[src/rtl/instruction_sequencer.sv]
// instruction_sequencer: host-loaded program memory that streams one 32-bit
// instruction per clock into the cpu, inserting NOP whenever nothing issues.
// Optional build macro: SEQUENCER_LOOP_EN (wrap pc and run until aborted).
module instruction_sequencer #(
   parameter int unsigned DEPTH    = 64,
   parameter logic [31:0] NOP_WORD = 32'h0000_0008,
   localparam int unsigned AW      = $clog2(DEPTH),
   localparam int unsigned LW      = AW + 1
) (
   input  logic          clock_in,
   input  logic          reset_in,
   input  logic          load_valid_in,
   input  logic [31:0]   load_data_in,
   input  logic          load_clear_in,
   input  logic          start_in,
   input  logic          stall_in,
   input  logic          abort_in,
   output logic [31:0]   current_instruction_out,
   output logic [AW-1:0] pc_out,
   output logic [LW-1:0] program_length_out,
   output logic          busy_out,
   output logic          done_out,
   output logic          load_overflow_out,
   output logic [15:0]   issued_count_out
);

   typedef enum logic [1:0] {ST_IDLE, ST_RUN, ST_DONE} state_e;

   state_e        state_q, state_d;
   logic [31:0]   instr_q, instr_d;
   logic [AW-1:0] pc_q, pc_d;
   logic [LW-1:0] len_q, len_d;
   logic [15:0]   cnt_q, cnt_d;
   logic          ovf_q, ovf_d;
   logic          last_q, last_d;
   logic          busy_q, busy_d;
   logic          done_q, done_d;
   logic          mem_we;
   logic          is_last;
   logic [31:0]   mem_q [DEPTH];

   // The word at pc is the final word of the program.
   assign is_last = ((LW'(pc_q) + LW'(1)) == len_q);

   // Next-state and datapath decisions; every target defaults to hold or NOP.
   always_comb begin
      state_d = state_q;
      instr_d = NOP_WORD;
      pc_d    = pc_q;
      len_d   = len_q;
      cnt_d   = cnt_q;
      ovf_d   = ovf_q;
      last_d  = last_q;
      mem_we  = 1'b0;
      unique case (state_q)
         ST_IDLE, ST_DONE: begin
            if (load_clear_in) begin
               len_d   = '0;
               ovf_d   = 1'b0;
               state_d = ST_IDLE;
            end else if (start_in) begin
               pc_d    = '0;
               cnt_d   = '0;
               last_d  = 1'b0;
               state_d = (len_q == '0) ? ST_DONE : ST_RUN;
            end else if (load_valid_in) begin
               if (len_q == LW'(DEPTH)) begin
                  ovf_d = 1'b1;
               end else begin
                  mem_we = 1'b1;
                  len_d  = len_q + LW'(1);
               end
            end
         end
         ST_RUN: begin
            if (abort_in) begin
               state_d = ST_IDLE;
               pc_d    = '0;
               last_d  = 1'b0;
            end else if (last_q) begin
               state_d = ST_DONE;
               last_d  = 1'b0;
            end else if (!stall_in) begin
               instr_d = mem_q[pc_q];
               if (cnt_q != 16'hFFFF) cnt_d = cnt_q + 16'd1;
`ifdef SEQUENCER_LOOP_EN
               pc_d = is_last ? '0 : pc_q + AW'(1);
`else
               // pc wraps modulo DEPTH when a full program finishes
               pc_d   = pc_q + AW'(1);
               last_d = is_last;
`endif
            end
         end
         default: state_d = ST_IDLE;
      endcase
      busy_d = (state_d == ST_RUN);
      done_d = (state_d == ST_DONE);
   end

   // State and output registers with synchronous reset.
   always_ff @(posedge clock_in) begin
      if (reset_in) begin
         state_q <= ST_IDLE;
         instr_q <= NOP_WORD;
         pc_q    <= '0;
         len_q   <= '0;
         cnt_q   <= '0;
         ovf_q   <= 1'b0;
         last_q  <= 1'b0;
         busy_q  <= 1'b0;
         done_q  <= 1'b0;
      end else begin
         state_q <= state_d;
         instr_q <= instr_d;
         pc_q    <= pc_d;
         len_q   <= len_d;
         cnt_q   <= cnt_d;
         ovf_q   <= ovf_d;
         last_q  <= last_d;
         busy_q  <= busy_d;
         done_q  <= done_d;
      end
   end

   // Program memory write port; contents survive reset.
   always_ff @(posedge clock_in) begin
      if (mem_we && !reset_in) mem_q[AW'(len_q)] <= load_data_in;
   end

   assign current_instruction_out = instr_q;
   assign pc_out                  = pc_q;
   assign program_length_out      = len_q;
   assign busy_out                = busy_q;
   assign done_out                = done_q;
   assign load_overflow_out       = ovf_q;
   assign issued_count_out        = cnt_q;

endmodule

[config.mk]
export PLATFORM = sky130hd
export DESIGN_NAME = instruction_sequencer
export DESIGN_NICKNAME = d
export VERILOG_FILES = /design/src/rtl/instruction_sequencer.sv
export SDC_FILE = /design/constraint.sdc
export NUM_CORES = 2
export LEC_CHECK = 0
export BUFFER_PORTS_ARGS = -buffer_cell sky130_fd_sc_hd__buf_4
export CORE_MARGIN = 8
export CORE_UTILIZATION = 35
export DETAILED_ROUTE_END_ITERATION = 8
export PLACE_DENSITY = 0.6
export SLEW_MARGIN = 10
export SYNTH_ARGS = -nofsm -noshare
export SYNTH_HDL_FRONTEND = slang
export SYNTH_SLANG_ARGS = --single-unit
[constraint.sdc]
create_clock -name clock_in -period 5.3 [get_ports clock_in]
set_input_delay 0.265 -clock clock_in [delete_from_list [all_inputs] [get_ports clock_in]]
set_output_delay 0.265 -clock clock_in [all_outputs]
set_load 0.1 [all_outputs]
* Word-level counts from Yosys, hierarchy flattened
Memory sizes are Yosys's and may differ from the RTL's. A register that Yosys moved wholly into a read port is not among the register bits.
Cells that the tools add are included.
** Cells by class
- Reduce and logical (&&, ||, !) cells :: 14
- Multiplexer cells :: 40
- Equal/unequal tests :: 17
- Bitwise operators :: 1
- Add/subtract/negate cells :: 4
** Operators by type and width (number)
- 16-bit 2-to-1 mux :: 6
- 16-bit one-hot mux with 2 select lines :: 1
- 6-bit 2-to-1 mux :: 5
- 7-bit 2-to-1 mux :: 4
- 16-bit by 1-bit adder with 16-bit output, second input constant :: 1
- 1-bit 2-to-1 mux :: 16
- 16-bit != test, second input constant :: 1
- 2-bit != test, second input constant :: 8
- 6-bit one-hot mux with 2 select lines :: 1
- 2-bit 2-to-1 mux :: 5
- 4-bit AND reduction :: 2
- 6-bit by 1-bit adder with 7-bit output, second input constant :: 1
- 7-bit by 1-bit adder with 7-bit output, second input constant :: 1
- 7-bit == test :: 1
- 7-bit == test, second input constant :: 1
- 7-bit zero test :: 1
- 7-bit AND reduction :: 1
- 6-bit by 1-bit adder with 6-bit output, second input constant :: 1
- 3-bit != test, second input constant :: 2
- 2-bit nonzero test :: 3
- 5-bit AND reduction :: 1
- 5-bit OR reduction :: 1
- 2-bit by 1-bit == test with 1-bit output, second input constant :: 2
- 2-bit == test, second input constant :: 2
- other kinds (8) :: 8
** Storage, ports and cells
- Memory bits (writable) :: 2048
- Register bits :: 35
- Logic and storage cells :: 85
- Memories kept :: 1
- Bits of input ports :: 39
- Output and inout bits :: 64
** Memories
- mem_q :: depth 64, width 32, rd ports 1, clocked after Yosys merged registers in 1, wr ports 1, line 40 : logic [31:0] mem_q [DEPTH];

* Logic depth before layout (Yosys ltp)
- Depth in word-level cells :: 9
- Mapped depth :: 9
- Gate-level depth less buffers :: 6

* Least setup slack after synthesis
OpenSTA, ideal clock, no wires.
- Path type :: register to register
- Start point :: reg len_q[0] (netlist: program_length_out[0])
- End point :: mem mem_q[0][0] (enable)
- Arrival :: 4059 ps
- Library setup time :: 421 ps
- Path slack :: 820 ps
- Stages on the path, launching flop included :: 8
- Buffers on the path :: 1
- Cells stage by stage :: dfxtp_1 clkbuf_1 inv_1 ha_1 a41oi_2 nor4b_1 nand2_1 nor2_1
** Between the ends
- Word-level cells in the longest chain between the ends :: 9
** RTL lines
- start, declared :: line 32 : logic [LW-1:0] len_q, len_d;
- start signal, assigned :: line 117 : len_q <= len_d;
- 7-bit == test :: line 67 : if (len_q == LW'(DEPTH)) begin
- 1-bit 2-to-1 mux :: line 67
- 1-bit 2-to-1 mux :: line 66 : end else if (load_valid_in) begin
- 1-bit 2-to-1 mux :: line 61 : end else if (start_in) begin
- 1-bit 2-to-1 mux :: line 57 : if (load_clear_in) begin
- 1-bit 2-to-1 mux :: line 55 : unique case (state_q)
- 1-bit logical AND :: line 128 : if (mem_we && !reset_in) mem_q[AW'(len_q)] <= load_data_in;
- 1-bit 2-to-1 mux :: line 128
- 1-bit 2-to-1 mux (not written as such) :: line 128
- end, declared :: line 40
Parallel ways exist; a longest one is shown, timed or not.

* Worst setup path after layout
- Start point :: reg len_q[1] (netlist: program_length_out[1])
- End point :: mem mem_q[21][11] (enable)
Same word-level chain as after synthesis.

==> metrics.yaml <==
worst_setup_path:
  critical_path_class: "register to register"
  crit_path_start_kind: "register"
  critPathTopFamily: "simple AND/OR/NAND/NOR gates"
  cp_common_cell: "buf_4"
  crit_chain: "inv_1 -> ha_1 -> a41oi_2 -> nor4b_2 -> buf_4 -> nand2_1 -> nor2_4 -> buf_4"
  crit_required_ps: 5860
  critPathCaptureType: "register"
  cpPeakStageDelay_ps: 1080
  worstPathArrival_ps: 4640
  cp_slowest_cell: "nor2_4"
  critPathBufInv: 3
  rr_worst_depth: 8
  cp_max_fo: 24
  critical_path_depth: 8
sta:
  fmax_mhz: 245
  final-hold-violation-count: 0
  setup_tns_ps: 0
  slew_headroom_pct: 16.4
  grt_setup_unrepaired: "no"
  final.period_utilization_pct: 77.0
  slew_violations: 0
  whs_ps: 28.0
  fin_ws_ps: 1220
  worst_pin_slew_ps: 1250
  finalClockSkew_ps: 32.0
  period_needed_ps: 4080
  finalSetupViolCount: 0
global_routing:
  overflow: 0
  top_usage_layer: "met2"
  grtUsageTotal_pct: 16.7
  grt_use_met3_pct: 3.71
  met1_usage_pct: 23.2
  grt_first_pass_wirelength_um: 301000
  grt_pass1_vias: 38800
  antenna_found_initial: 22
  grt_max_degree: 65
  use_met2_pct: 27.1
route:
  detail_route.wirelength_um: 213000
  drt_iter0_drc: 4204
  routed_via_density: 5.46
  wire_per_inst_um: 30.1
  antenna_left: 0
  vias: 38700
  dr.pass1.iters: 6
  route.detailed.drc: 0
yosys:
  synthXorXnorAreaFrac_pct: 0.205
  yosys.area_share.adder_pct: 0.0618
  synth-compound-area-share_pct: 1.36
  yosysTopAreaCell: "edfxtp_1"
  ys_async_sr_fraction_pct: 0
  yosysWarnings: 0
  synth_top_family_by_area: "multiplexers"
  synth_ff_type: "edfxtp_1"
  synth_common_cells: "edfxtp_1 (2048), mux4_2 (553), nand2_1 (169)"
  yosys.area_share.simple_pct: 2.28
  syn_area_per_cell_um2: 22.4
  synth_area_leaders: "edfxtp_1 (76%), mux4_2 (15%), dfxtp_1 (1.7%), mux2i_1 (1.6%), nand2_1 (0.78%)"
  synth_top_area_share_pct: 75.9
  syn_area_um2: 81000
  synth.distinct_cells: 59
  syn_inst: 3620
  synth_edf_count: 2048
  yosysMostFrequentCell: "edfxtp_1"
  synth_seq_cells: 2115
  yosysSeqAreaShare_pct: 77.6
  synth.area.mux_share_pct: 17.3
  syn_nets: 3663
floorplanning:
  initial_utilization_pct: 35.2
  ios: 103
  die_h_um: 497
  die_area_um2: 247000
  coreArea_um2: 230000
  rows: 176
  die_width_um: 497
cts:
  cts_tree: "done"
  cts_max_level: 4
  cts.path.max_buffers: 3
  post-cts-setup-buffers: 0
  clockRootBuffer: "clkbuf_16"
  clk_latency_ps: 860
  cts_sinks: 2115
  path_clk_slew_ps: 60
  cts_buffers: 204
power_and_ir_drop:
  irDropWorstVdd_mv: 0.356
  leakage_nw: 28.0
  power_density_nw_per_um2: 358
placement:
  dp_worst_setup_slack_ps: 1250
  portBuffers: 102
  dp_hpwl_um: 128000
  routabilityCongestion: 0.820
final_layout:
  nets: 3918
  drive_gt1_share_pct: 29.4
  area_growth_pct: 15.1
min_path:
  min_path_type: "input port to register"
  hold_path_depth: 1
outcome:
  status: "finished, final reports clean"
run:
  drv_cap: 0
-- state kept, by name (all words and copies together) (netlist names) --
signal,cells
busy_out,1
current_instruction_out,32
done_out,1
issued_count_out,16
last_q,1
load_overflow_out,1
mem_q,2048
pc_out,6
program_length_out,7
state_q,2
-- placed cells by master (no fill, tap or decap), types with 8 or more instances in the layout --
cell           count
dlygate4sd3_1     14
o22ai_1           23
o21ai_0            8
mux4_2           553
a22oi_1           23
nand2_1          169
clkbuf_16        206
mux2_2            25
diode_2            9
bufinv_16         21
nand3_1           57
a31oi_1           20
nor2_1            47
buf_12            28
mux2i_1          127
clkbuf_8          11
nor3_1             9
clkinvlp_4         9
a21oi_1           28
xnor2_1           12
clkinv_2          35
inv_6              9
clkbuf_1          44
clkinv_1          41
edfxtp_1        2048
nor2_4            64
dfxtp_1           62
buf_4            198
a211oi_1          11
-- report_power, final --
part / internal, W / switching [W]
logic: 0.0000536 / 0.000367
clock network: 0.00833 / 0.00627
registers: 0.0183 / 0.00000414
-- worst reg2reg max path: cells and delay by family (launching register included) --
kind	cells	cell delay, ps
fa+ha+maj	1	260
compound gates	1	410
simple gates	3	1810
buf+inv	3	740
flops	1	590
-- through the flow --
stage               utilization (%)  total power, W  cell area [um2]  std cells
floorplan                         -          0.0187            81000       3620
global placement               37.6          0.0191            86400       6681
detailed placement             37.6          0.0191            86400       6681
CTS                            40.5          0.0336            93300       7078
global route                   40.5          0.0342            93300       7080
finish                         40.5          0.0334            93300       7087
-- worst paths after layout --
kind,startpoint,end,slack (ps)
max,program_length_out[1],mem_q[21][11],1220
min,load_data_in[25],mem_q[49][25],30
max reg2reg,program_length_out[1],mem_q[21][11],1220
min reg2reg,load_overflow_out,load_overflow_out,490
-- repair_timing --
action,CTS,global route
resized for setup,0,0
endpoints found under the setup margin,0,0
endpoints found under the hold margin,199,0
hold buffers,14,0
-- final cells by class --
| class | count | area, um2 |
|---|---|---|
| diodes | 9 | 22.5 |
| clock buffers | 261 | 5470 |
| clock inverters | 122 | 1230 |
| fillers | 19900 | 137000 |
| inverters | 10 | 42.5 |
| multi-input cells | 1304 | 17700 |
| flip-flops and latches | 2115 | 62900 |
| well taps | 3026 | 3790 |
| repair buffers | 240 | 2190 |
-- metal layers --
| metal | routed length, um | vias up |
|---|---|---|
| met5 | 76 | - |
| met4 | 4960 | 12 |
| met3 | 16900 | 273 |
| met2 | 103000 | 1601 |
| met1 | 88400 | 21000 |
| li1 | - | 15800 |
-- logic make-up (layout without fill, tap and decap cells) --
logic type                 after synthesis  count (layout)
adders and majority gates                4               4
muxes                                  705             705
xor gates and xnor gates                19              19
and+or+nand+nor                        414             414
buffers and inverters                  201             633
other                                    0               9
DFF                                   2115            2115
AOI/OAI and AO/OA                      162             162
Power figures use the tool's default switching activity.
